File: src/rtl/alu_ctrl_pkg.sv
// Shared types and encodings for the ALU control sequencer: FSM states, ALU op codes,
// instruction class encodings and the registered control bundle driven during EXECUTE.
package alu_ctrl_pkg;

    typedef enum logic [2:0] {
        ST_IDLE,
        ST_FETCH,
        ST_DECODE,
        ST_EXECUTE,
        ST_HALTED
    } state_t;

    localparam logic [2:0] OP_AND = 3'd0;
    localparam logic [2:0] OP_OR  = 3'd1;
    localparam logic [2:0] OP_ADD = 3'd2;
    localparam logic [2:0] OP_SUB = 3'd3;
    localparam logic [2:0] OP_XOR = 3'd4;
    localparam logic [2:0] OP_SHL = 3'd5;
    localparam logic [2:0] OP_SHR = 3'd6;
    localparam logic [2:0] OP_MOV = 3'd7;

    localparam logic [2:0] CLS_LDI = 3'b100;
    localparam logic [2:0] CLS_BZ  = 3'b101;
    localparam logic [2:0] CLS_BNE = 3'b110;
    localparam logic [2:0] CLS_SYS = 3'b111;

    localparam logic [5:0] HALT_IMM = 6'h3F;

    typedef enum logic [2:0] {
        BR_NONE,
        BR_Z,
        BR_NE,
        BR_JMP,
        BR_HALT
    } br_t;

    typedef struct packed {
        logic [2:0] alu_op;
        logic       alu_immediate;
        logic       alu_zero_store;
        logic       alu_halt;
        logic [3:0] rf_rd_addr;
        logic       rf_wr_en;
        logic [3:0] rf_wr_addr;
        logic       rf_wr_sel;
        logic [7:0] imm_value;
        logic       flag_upd;
        br_t        br;
        logic [5:0] offset;
    } ctl_t;

    // Quiescent controls: ALU forced to NOOP, no register write.
    function automatic ctl_t ctl_idle();
        ctl_t c;
        c          = '0;
        c.alu_halt = 1'b1;
        return c;
    endfunction

endpackage

File: src/rtl/alu_ctrl_sequencer_decoder.sv
// Combinational decode of a 9-bit instruction word into ALU, register-file and branch controls.
// Zero latency; no flow control.
module seq_decoder
    import alu_ctrl_pkg::*;
(
    input  logic [8:0] i_ir,
    output ctl_t       o_ctl
);

    always_comb begin
        o_ctl        = ctl_idle();
        o_ctl.alu_op = OP_AND;
        o_ctl.offset = i_ir[5:0];
        if (!i_ir[8]) begin
            o_ctl.alu_op         = i_ir[7:5];
            o_ctl.alu_zero_store = i_ir[4];
            o_ctl.alu_halt       = 1'b0;
            o_ctl.rf_rd_addr     = i_ir[3:0];
            o_ctl.rf_wr_en       = 1'b1;
            o_ctl.rf_wr_addr     = {3'b000, i_ir[4]};
            o_ctl.flag_upd       = 1'b1;
        end else begin
            case (i_ir[8:6])
                CLS_LDI: begin
                    o_ctl.imm_value     = {2'b00, i_ir[5:0]};
                    o_ctl.rf_wr_en      = 1'b1;
                    o_ctl.rf_wr_sel     = 1'b1;
                    o_ctl.alu_immediate = 1'b1;
                end
                CLS_BZ:  o_ctl.br = BR_Z;
                CLS_BNE: o_ctl.br = BR_NE;
                default: o_ctl.br = (i_ir[5:0] == HALT_IMM) ? BR_HALT : BR_JMP;
            endcase
        end
    end

endmodule

File: src/rtl/alu_ctrl_sequencer.sv
// Fetch/decode/execute sequencer driving the 8-bit ALU and register file, 3 cycles per instruction.
// Controls are registered and live only in EXECUTE; start is ignored while busy.
// Optional macro SEQ_INSTR_COUNT_EN builds a saturating retired-instruction counter.
module alu_ctrl_sequencer
    import alu_ctrl_pkg::*;
#(
    parameter int PC_W  = 10,
    parameter int RF_AW = 4
) (
    input  logic             clk,
    input  logic             rst_n,
    input  logic             start,
    output logic [PC_W-1:0]  imem_addr,
    input  logic [8:0]       imem_data,
    output logic [2:0]       alu_op,
    output logic             alu_immediate,
    output logic             alu_zero_store,
    output logic             alu_halt,
    input  logic             alu_zero,
    input  logic             alu_parity,
    input  logic             alu_ne,
    output logic [RF_AW-1:0] rf_rd_addr,
    output logic             rf_wr_en,
    output logic [RF_AW-1:0] rf_wr_addr,
    output logic             rf_wr_sel,
    output logic [7:0]       imm_value,
    output logic [PC_W-1:0]  pc,
    output logic             busy,
    output logic             done,
    output logic [15:0]      instr_count
);

    state_t          r_state;
    ctl_t            r_ctl;
    logic [PC_W-1:0] r_pc;
    logic            r_flag_z;
    logic            r_flag_p;
    logic            r_flag_ne;
    logic            r_busy;
    logic            r_done;

    ctl_t            w_dec;
    logic [PC_W-1:0] w_offset;
    logic [PC_W-1:0] w_pc_inc;
    logic [PC_W-1:0] w_pc_br;
    logic            w_start_ok;
    logic            w_unused_parity;

    seq_decoder u_dec (
        .i_ir  (imem_data),
        .o_ctl (w_dec)
    );

    assign w_offset   = {{(PC_W-6){r_ctl.offset[5]}}, r_ctl.offset};
    assign w_pc_inc   = r_pc + PC_W'(1);
    assign w_pc_br    = r_pc + w_offset;
    assign w_start_ok = start && (r_state == ST_IDLE || r_state == ST_HALTED);
    // Parity is latched alongside the other flags but no branch condition consumes it yet.
    assign w_unused_parity = r_flag_p;

    always_ff @(posedge clk) begin
        if (!rst_n) begin
            r_state   <= ST_IDLE;
            r_ctl     <= ctl_idle();
            r_pc      <= '0;
            r_flag_z  <= 1'b0;
            r_flag_p  <= 1'b0;
            r_flag_ne <= 1'b0;
            r_busy    <= 1'b0;
            r_done    <= 1'b0;
        end else begin
            case (r_state)
                ST_IDLE, ST_HALTED: begin
                    if (w_start_ok) begin
                        r_state   <= ST_FETCH;
                        r_pc      <= '0;
                        r_flag_z  <= 1'b0;
                        r_flag_p  <= 1'b0;
                        r_flag_ne <= 1'b0;
                        r_busy    <= 1'b1;
                        r_done    <= 1'b0;
                    end
                end
                ST_FETCH: r_state <= ST_DECODE;
                ST_DECODE: begin
                    r_ctl   <= w_dec;
                    r_state <= ST_EXECUTE;
                end
                ST_EXECUTE: begin
                    r_ctl   <= ctl_idle();
                    r_state <= ST_FETCH;
                    if (r_ctl.flag_upd) begin
                        r_flag_z  <= alu_zero;
                        r_flag_p  <= alu_parity;
                        r_flag_ne <= alu_ne;
                    end
                    case (r_ctl.br)
                        BR_Z:    r_pc <= r_flag_z  ? w_pc_br : w_pc_inc;
                        BR_NE:   r_pc <= r_flag_ne ? w_pc_br : w_pc_inc;
                        BR_JMP:  r_pc <= w_pc_br;
                        BR_HALT: begin
                            r_state <= ST_HALTED;
                            r_busy  <= 1'b0;
                            r_done  <= 1'b1;
                        end
                        default: r_pc <= w_pc_inc;
                    endcase
                end
                default: r_state <= ST_IDLE;
            endcase
        end
    end

`ifdef SEQ_INSTR_COUNT_EN
    logic [15:0] r_instr_count;

    always_ff @(posedge clk) begin
        if (!rst_n) begin
            r_instr_count <= '0;
        end else if (w_start_ok) begin
            r_instr_count <= '0;
        end else if (r_state == ST_EXECUTE && r_instr_count != 16'hFFFF) begin
            r_instr_count <= r_instr_count + 16'd1;
        end
    end

    assign instr_count = r_instr_count;
`else
    assign instr_count = '0;
`endif

    assign imem_addr      = r_pc;
    assign pc             = r_pc;
    assign busy           = r_busy;
    assign done           = r_done;
    assign alu_op         = r_ctl.alu_op;
    assign alu_immediate  = r_ctl.alu_immediate;
    assign alu_zero_store = r_ctl.alu_zero_store;
    assign alu_halt       = r_ctl.alu_halt;
    assign rf_rd_addr     = RF_AW'(r_ctl.rf_rd_addr);
    assign rf_wr_en       = r_ctl.rf_wr_en;
    assign rf_wr_addr     = RF_AW'(r_ctl.rf_wr_addr);
    assign rf_wr_sel      = r_ctl.rf_wr_sel;
    assign imm_value      = r_ctl.imm_value;

endmodule

File: config.mk
export PLATFORM = sky130hd
export DESIGN_NAME = alu_ctrl_sequencer
export DESIGN_NICKNAME = d
export VERILOG_FILES = /design/src/rtl/alu_ctrl_pkg.sv /design/src/rtl/alu_ctrl_sequencer_decoder.sv /design/src/rtl/alu_ctrl_sequencer.sv
export SDC_FILE = /design/constraint.sdc
export NUM_CORES = 1
export LEC_CHECK = 0
export ABC_AREA = 1
export BUFFER_PORTS_ARGS = -buffer_cell sky130_fd_sc_hd__buf_2
export CAP_MARGIN = 15
export CORE_MARGIN = 3
export CORE_UTILIZATION = 45
export DETAILED_ROUTE_END_ITERATION = 10
export PLACE_DENSITY = 0.7
export SETUP_SLACK_MARGIN = 0.02
export SKIP_CTS_REPAIR_TIMING = 1
export SYNTH_ARGS = -nofsm -noshare
export SYNTH_HDL_FRONTEND = slang
export SYNTH_SLANG_ARGS = --single-unit
File: constraint.sdc
create_clock -name clk -period 5.15 [get_ports clk]
set_input_delay 1.03 -clock clk [delete_from_list [all_inputs] [get_ports clk]]
set_output_delay 1.03 -clock clk [all_outputs]
set_load 0.1 [all_outputs]
==> results of run 1 <==
-- cells by family (layout without fill, tap and decap cells) --
group	count (synthesis)	after routing	share of synthesized area (%)
flip-flops	44	44	31.5
adder cells (fa/ha/maj)	11	11	5.19
buffers and inverters	89	96	18.9
AO/OA/AOI/OAI	66	66	13.4
other	1	21	0.134
XOR/XNOR	4	4	1.25
AND/OR/NAND/NOR	184	184	29.5
-- cells in the final DEF (no fill, tap or decap), types with 2 or more instances in the layout --
| master | netlist | layout |
|---|---|---|
| inv_1 | 28 | 28 |
| buf_2 | 2 | 54 |
| nand2_4 | 2 | 2 |
| o21ai_1 | 2 | 2 |
| nor3_1 | 2 | 2 |
| nand4_1 | 7 | 7 |
| nor2_4 | 4 | 4 |
| ha_1 | 10 | 10 |
| a21oi_1 | 42 | 42 |
| o21bai_1 | 2 | 2 |
| dfxtp_1 | 44 | 44 |
| conb_1 | 1 | 21 |
| nand2_1 | 116 | 116 |
| xnor2_1 | 4 | 4 |
| nor2_1 | 17 | 17 |
| a21oi_2 | 4 | 4 |
| inv_2 | 3 | 3 |
| nand3_1 | 28 | 28 |
| o21ai_0 | 11 | 11 |
| clkinv_4 | 1 | 2 |
| nor2_2 | 3 | 3 |
| clkbuf_8 | 0 | 6 |
-- tightest hold or removal path, delay by kind of cell, from the launching register on --
kind / cells / cell delay [ps]
simple gates: 1 / 60
compound gates: 1 / 50
flops: 1 / 310
-- flip-flops by register name, indices dropped and copies added, names as in the netlist, 3 cells and up --
signal / flops
r_ctl: 10
r_state: 3
alu_op: 3
imem_addr: 10
rf_rd_addr: 4
imm_value: 6
-- worst paths after layout --
| kind | to | slack, ps | depth (start not counted) |
|---|---|---|---|
| setup / recovery | pc[2] | 2810 | 1 |
| hold / removal | rf_rd_addr[3] | 460 | 2 |
| hold reg to reg | rf_rd_addr[3] | 460 | 2 |
| setup reg to reg | imem_addr[8] | 3140 | 13 |
-- area by class of cell --
class                   instances  share of cell area [%]
inverters                      33                    4.35
repair buffers                 55                    9.37
multi-input cells             286                    49.3
clock buffers                   6                    2.79
well taps                      75                    3.17
flip-flops and latches         44                    29.7
clock inverters                 2                    1.31
-- routing by layer --
layer | vias up | track usage, % | wire [microns]
li1 | 1283 | - | -
met4 | 0 | 4.75 | 61
met2 | 81 | 26.5 | 2630
met5 | - | 0 | 0
met3 | 6 | 3.11 | 368
met1 | 1088 | 21.9 | 2790
-- where the power goes --
part           internal (mW)  switching [mW]  total [mW]
Clock                  0.159           0.124       0.282
Sequential             0.358          0.0164       0.374
Combinational         0.0426           0.205       0.247
-- through the flow --
step,util (%),hold WS [ps]
after floorplan,-,445
after global placement,47.7,449
after detailed placement,47.7,454
after CTS,49.7,467
after global routing,49.7,487
final,49.7,465
==> results.py, run 1 <==
metrics = {
    "power": {
        "p_leak_nw": 1.35,
        "ir_drop_v": 0.000166,
        "powerDensity_nw_per_um2": 305,
        "finalPower_uw": 904,
    },
    "yosys": {
        "async_flop_share_pct": 0,
        "yosysWarningCount": 0,
        "yosysTopAreaCellShare_pct": 31.5,
        "synth.most_common_cell": "nand2_1",
        "ys_seq_area_share_pct": 31.5,
        "synth-edff-count": 0,
        "synth.area.top_cells": "dfxtp_1 32%, nand2_1 16%, buf_4 13%",
        "syn_avg_cell_area_sq_um": 7.01,
        "netlist_area_sq_um": 2800,
        "ys_seq_elements": 44,
        "ys.flop_type": "dfxtp_1",
        "ys_types": 37,
        "synthTopCellsByCount": "116 x nand2_1, 47 x buf_4, 44 x dfxtp_1",
        "post-synth-top-area-cell": "dfxtp_1",
        "netlist_instances": 399,
    },
    "placed_design": {
        "dpl.hpwl_microns": 4320,
        "portBuffers": 54,
        "post-place-ws_ps": 2890,
        "dp_cells": 493,
        "globalplace.congestion": 0.849,
        "dpl-instance-area_sq_um": 2840,
    },
    "clocking": {
        "numCtsBuffers": 5,
        "cts_tree": "done",
        "ctsLongestPathBuffers": 2,
        "cts-root-buf": "clkbuf_8",
        "clkTransAtPathRegs_ps": 80,
        "h-tree-depth": 2,
        "clock_sinks": 44,
        "clkLatencyLatePin_ps": 300,
    },
    "run_status": {
        "status": "complete, no violations",
    },
    "route": {
        "num_vias": 2458,
        "viasPerCell": 4.91,
        "drt_iter0_markers": 76,
        "dr.pass1.iters": 4,
        "drc": 0,
        "antenna_left": 0,
        "drt-total-wl_microns": 5860,
        "wire_per_inst_microns": 11.7,
    },
    "sta": {
        "relSlewSlack_pct": 66.6,
        "finalSetupViolations": 0,
        "max_freq_ghz": 0.428,
        "hold_viol_final": 0,
        "period_share_pct": 45.3,
        "grt_setup_unrepaired": "no",
        "setup_ws_ps": 2810,
        "tightest_slew_ps": 500,
        "fin_setup_tns_ps": 0,
        "period_needed_ps": 2340,
        "slew_violations": 0,
        "fin_skew_ps": 5.98,
    },
    "worst_setup_path": {
        "worstPathCellList": "buf_2",
        "cp_num_buf_inv": 1,
        "cp-startpoint": "imem_addr[2]",
        "cp_slowest_cell": "dfxtp_1",
        "slowest_delay_ps": 520,
        "cp-end-kind": "output pin",
        "required_ps": 4120,
        "critPathTopFamily": "flip-flops",
        "crit_type": "flip-flop to output pin",
        "worstReg2RegStart": "imem_addr[0]",
        "crit_arrival_ps": 1310,
        "worstPathMaxFanout": 8,
        "worstSetupStartpointType": "flip-flop",
    },
    "floorplan": {
        "core_sq_um": 5960,
        "die_w_microns": 84.8,
        "fp-row-count": 28,
        "dieArea_sq_um": 7190,
        "start_util_pct": 46.9,
        "die_h_microns": 84.8,
        "pin_count": 77,
    },
    "cells_and_area": {
        "design_area_sq_um": 2960,
        "syn2layout_area_growth_pct": 6.00,
        "nNetsFinal": 451,
        "layout.cells.non_filler": 501,
        "regArea_sq_um": 881,
        "num_antenna_cells": 0,
        "fill_cells": 631,
        "drive_above_1_share_pct": 20.0,
        "multi_input_area_sq_um": 1460,
    },
    "global_route": {
        "grt_pass1_vias": 2177,
        "grt_start_max_net_pins": 41,
        "antenna_found_initial": 0,
        "grt_pass1_wl_microns": 9760,
        "grt.overflow.total": 0,
        "grtUsageTotal_pct": 16.2,
    },
    "flow_run": {
        "max_cap_violations": 0,
    },
    "worst_hold_path": {
        "hp-class": "flip-flop to flip-flop",
        "min_from": "rf_rd_addr[3]",
    },
}
Note: power is estimated with default switching activity, not from simulation.
==> run 2, diff against run 1 <==
==> constraint.sdc (replaced) <==
create_clock -name clk -period 2.31 [get_ports clk]
set_input_delay 0.462 -clock clk [delete_from_list [all_inputs] [get_ports clk]]
set_output_delay 0.462 -clock clk [all_outputs]
set_load 0.1 [all_outputs]
==> results.py, run 2 (same netlist as run 1, synthesis figures left out) <==
metrics = {
    "floorplan": {
        "pin_count": 77,
        "fp-row-count": 28,
        "core_sq_um": 5960,
        "start_util_pct": 46.9,
        "die_h_microns": 84.8,
        "dieArea_sq_um": 7190,
        "die_w_microns": 84.8,
    },
    "worst_setup_path": {
        "path_depth": 13,
        "worstPathCellList": "ha_1 -> inv_1 -> fa_1 -> inv_1 -> nand3_1 -> nand2_1 -> nand2_1 -> nand2_1 -> nand2_1 -> nand3_1 -> nand2_1 -> nand2_1 -> a21oi_2",
        "crit_top_cell": "nand2_1",
        "crit_end": "imem_addr[8]",
        "required_ps": 2510,
        "rr_endpoint": "imem_addr[8]",
        "critPathTopFamily": "adder cells",
        "crit_type": "flip-flop to flip-flop",
        "worstPathMaxFanout": 7,
        "cp-startpoint": "imem_addr[0]",
        "cp_num_buf_inv": 2,
        "rrSetupSlack_ps": 450,
        "cp-end-kind": "flip-flop",
        "ff2ff_path_depth": 13,
        "worstReg2RegStart": "imem_addr[0]",
        "crit_arrival_ps": 2060,
        "cp_slowest_cell": "dfxtp_2",
        "worstSetupStartpointType": "flip-flop",
        "slowest_delay_ps": 400,
    },
    "power": {
        "p_leak_nw": 1.37,
        "powerDensity_nw_per_um2": 674,
        "finalPower_mw": 2.02,
        "ir_drop_v": 0.000373,
    },
    "placed_design": {
        "portBuffers": 54,
        "globalplace.congestion": 0.890,
        "dpl.hpwl_microns": 4450,
        "dpl-instance-area_sq_um": 2880,
        "post-place-ws_ps": 453,
    },
    "clocking": {
        "numCtsBuffers": 5,
        "clkLatencyLatePin_ps": 300,
        "clock_sinks": 44,
        "cts_tree": "done",
        "h-tree-depth": 2,
        "clkTransAtPathRegs_ps": 90,
        "ctsLongestPathBuffers": 2,
        "cts-root-buf": "clkbuf_8",
    },
    "cells_and_area": {
        "most-common-layout-cells": "116 x nand2_1, 54 x buf_2, 42 x a21oi_1, 42 x dfxtp_1",
        "layout_commonest_cell": "nand2_1",
        "post-route-util_pct": 50.4,
        "num_antenna_cells": 0,
        "design_area_sq_um": 3000,
        "drive_above_1_share_pct": 21.0,
        "nNetsFinal": 454,
        "syn2layout_area_growth_pct": 7.34,
    },
    "sta": {
        "finalSetupViolations": 0,
        "period_needed_ps": 1860,
        "max_freq_ghz": 0.537,
        "slew_violations": 0,
        "setup_ws_ps": 447,
        "grt_setup_unrepaired": "no",
        "fin_skew_ps": 6.41,
        "period_share_pct": 80.6,
        "hold_viol_final": 0,
        "tightest_slew_ps": 512,
        "fin_setup_tns_ps": 0,
        "relSlewSlack_pct": 65.9,
    },
    "global_route": {
        "antenna_found_initial": 0,
        "top_usage_layer": "met2",
        "use_met1_pct": 21.9,
        "met2_usage_pct": 27.7,
        "grt.overflow.total": 0,
        "grt_start_max_net_pins": 28,
        "grtUsageTotal_pct": 16.6,
        "grt_pass1_wl_microns": 10000,
        "grt_use_met3_pct": 3.59,
        "grt_pass1_vias": 2280,
    },
    "route": {
        "drt-total-wl_microns": 5860,
        "drt_iter0_markers": 90,
        "wire_per_inst_microns": 11.6,
        "antenna_left": 0,
        "num_vias": 2472,
        "dr.pass1.iters": 4,
        "viasPerCell": 4.90,
        "drc": 0,
    },
    "flow_run": {
        "max_cap_violations": 0,
    },
    "run_status": {
        "status": "complete, no violations",
    },
    "worst_hold_path": {
        "hp-class": "input port to flip-flop",
    },
}
## run 2: cell count changes in the layout (fill, tap and decap cells not counted)
| cell | previous run | this run |
|---|---|---|
| dfxtp_1 | 44 | 42 |
| buf_12 | 0 | 1 |
| dfxtp_2 | 0 | 2 |
| buf_4 | 1 | 3 |
## run 2: per-layer routing
| layer | part of all wire [%] | up-vias |
|---|---|---|
| li1 | - | 1293 |
| met1 | 47 | 1104 |
| met2 | 46 | 67 |
| met3 | 6.2 | 8 |
| met4 | 1.6 | 0 |
| met5 | 0 | - |
## run 2: worst min-delay path by stage
stage / from / slack, ps / end / depth (start not counted)
2_1_floorplan: r_ctl[9] / 440 / r_ctl[9] / 2
3_3_place_gp: rf_rd_addr[2] / 450 / rf_rd_addr[2] / 2
3_5_place_dp: rf_rd_addr[2] / 460 / rf_rd_addr[2] / 2
4_1_cts: rst_n / 390 / alu_halt / 2
5_1_grt: rst_n / 390 / alu_halt / 2
6_report: rst_n / 390 / alu_halt / 2
## run 2: metrics by stage
stage                     cells  hold slack, ps
final                       504             392
after global routing        504             394
after CTS                   504             385
after detailed placement    496             460
after global placement      496             450
after floorplan             419             445
## run 2: layout make-up
cell class | count | area, sq um
Tap cell | 75 | 93.8
Timing Repair Buffer | 58 | 313
Inverter | 33 | 129
Fill cell | 613 | 2960
Clock inverter | 2 | 38.8
Multi-Input combinational cell | 286 | 1460
Sequential cell | 44 | 883
Clock buffer | 6 | 82.6
## run 2: power by group
part           switching, mW  total, mW  leakage (nW)  internal [mW]
logic                  0.458      0.557         0.955         0.0991
registers             0.0362      0.834         0.358          0.798
clock network          0.278      0.632        0.0614          0.354
==> run 3, diff against run 2 <==
--- a/config.mk
+++ b/config.mk
@@ -11,7 +11,7 @@
 export CORE_MARGIN = 3
 export CORE_UTILIZATION = 45
 export DETAILED_ROUTE_END_ITERATION = 10
-export PLACE_DENSITY = 0.7
+export PLACE_DENSITY = 0.73
 export SETUP_SLACK_MARGIN = 0.02
 export SKIP_CTS_REPAIR_TIMING = 1
 export SYNTH_ARGS = -nofsm -noshare
==> constraint.sdc (replaced) <==
create_clock -name clk -period 1.6 [get_ports clk]
set_input_delay 0.32 -clock clk [delete_from_list [all_inputs] [get_ports clk]]
set_output_delay 0.32 -clock clk [all_outputs]
set_load 0.1 [all_outputs]
==> results.py, run 3 (same netlist as run 1, synthesis figures left out) <==
metrics = {
    "run_status": {
        "status": "complete, no violations",
    },
    "floorplan": {
        "die_h_microns": 84.8,
        "start_util_pct": 46.9,
        "fp-row-count": 28,
        "die_w_microns": 84.8,
        "core_sq_um": 5960,
        "pin_count": 77,
        "dieArea_sq_um": 7190,
    },
    "worst_setup_path": {
        "cp-end-kind": "flip-flop",
        "worstPathMaxFanout": 2,
        "crit_type": "flip-flop to flip-flop",
        "required_ps": 1840,
        "worstSetupStartpointType": "flip-flop",
        "crit_arrival_ps": 1810,
    },
    "sta": {
        "fin_setup_tns_ps": 0,
        "finalSetupViolations": 0,
        "period_needed_ps": 1570,
        "grt_setup_unrepaired": "yes",
        "max_freq_ghz": 0.635,
        "fin_skew_ps": 6.25,
        "slew_violations": 0,
        "period_share_pct": 98.4,
        "hold_viol_final": 0,
    },
    "global_route": {
        "grt_pass1_vias": 2384,
        "grt_start_max_net_pins": 27,
        "grt.overflow.total": 0,
        "grt_pass1_wl_microns": 10500,
        "grtUsageTotal_pct": 17.6,
        "antenna_found_initial": 0,
    },
    "power": {
        "powerDensity_nw_per_um2": 839,
        "p_leak_nw": 1.46,
        "ir_drop_v": 0.000544,
    },
    "clocking": {
        "ctsLongestPathBuffers": 2,
        "clkLatencyLatePin_ps": 300,
        "clkTransAtPathRegs_ps": 90,
        "h-tree-depth": 2,
        "clock_sinks": 44,
        "cts-root-buf": "clkbuf_8",
        "cts_tree": "done",
        "numCtsBuffers": 5,
    },
    "cells_and_area": {
        "nNetsFinal": 469,
        "post-route-util_pct": 55.7,
        "regArea_sq_um": 928,
        "fill_cells": 565,
        "multi_input_area_sq_um": 1640,
        "layout_commonest_cell": "nand2_1",
        "drive_above_1_share_pct": 32.9,
        "num_antenna_cells": 0,
        "most-common-layout-cells": "111 x nand2_1, 52 x buf_2, 39 x a21oi_1",
        "syn2layout_area_growth_pct": 18.7,
    },
    "route": {
        "dr.pass1.iters": 4,
        "wire_per_inst_microns": 12.0,
        "antenna_left": 0,
        "drt-total-wl_microns": 6220,
        "num_vias": 2545,
        "viasPerCell": 4.90,
        "drc": 0,
        "drt_iter0_markers": 77,
    },
    "placed_design": {
        "dpl.hpwl_microns": 4810,
        "portBuffers": 54,
        "globalplace.congestion": 0.914,
    },
    "flow_run": {
        "max_cap_violations": 0,
    },
    "worst_hold_path": {
        "hp-class": "input port to flip-flop",
    },
}
-- run 3: critical path, stage by stage, from the launching register on --
cell and delay (ps):
dfxtp_4 370, ha_4 140, inv_2 30, fa_2 340
inv_2 70, nand3_2 60, nand2_2 70, buf_4 110
nor2_1 30, o21ai_1 120, nand2_1 70, a21oi_2 110
-- run 3: per-layer routing --
metal / part of all wire, % / wire length, microns / global-route usage, % / vias to the layer above
li1: - / - / - / 1318
met5: 0 / 0 / 0 / -
met3: 4.5 / 277 / 3.50 / 16
met1: 47 / 2920 / 22.1 / 1150
met4: 2.3 / 144 / 8.20 / 0
met2: 46 / 2870 / 29.0 / 61
-- run 3: cell type report --
type / instances / area share (%)
Timing Repair Buffer: 73 / 13.0
Sequential cell: 44 / 28.0
Clock buffer: 6 / 2.19
Multi-Input combinational cell: 286 / 49.6
Clock inverter: 2 / 0.453
Inverter: 33 / 4.00
Tap cell: 75 / 2.83
-- run 3: where the power goes --
part | internal (mW) | leakage [nW] | switching (mW)
combinational | 0.189 | 1.04 | 0.682
sequential | 1.14 | 0.368 | 0.0567
clock | 0.313 | 0.0457 | 0.404
total | 1.64 | 1.46 | 1.14
-- run 3: metrics by stage --
step | hold slack (ps) | setup slack (ps) | instance area, sq um | power [mW] | std cells
floorplan | 389 | -184 | 3030 | 1.99 | 419
global placement | 450 | -14.0 | 3090 | 2.06 | 505
detailed placement | 455 | -55.4 | 3090 | 2.07 | 505
CTS | 227 | -93.1 | 3180 | 2.79 | 513
global route | 229 | -93.5 | 3320 | 2.91 | 519
finish | 240 | 25.0 | 3320 | 2.78 | 519
-- run 3: worst paths after layout --
kind	cells past startpoint	from	endpoint	slack, ps
worst max-delay path	11	r_ctl[0]	imem_addr[4]	30
worst min-delay path	2	rst_n	alu_halt	240
worst max register to register	11	r_ctl[0]	imem_addr[4]	30
worst min register to register	2	done	done	460
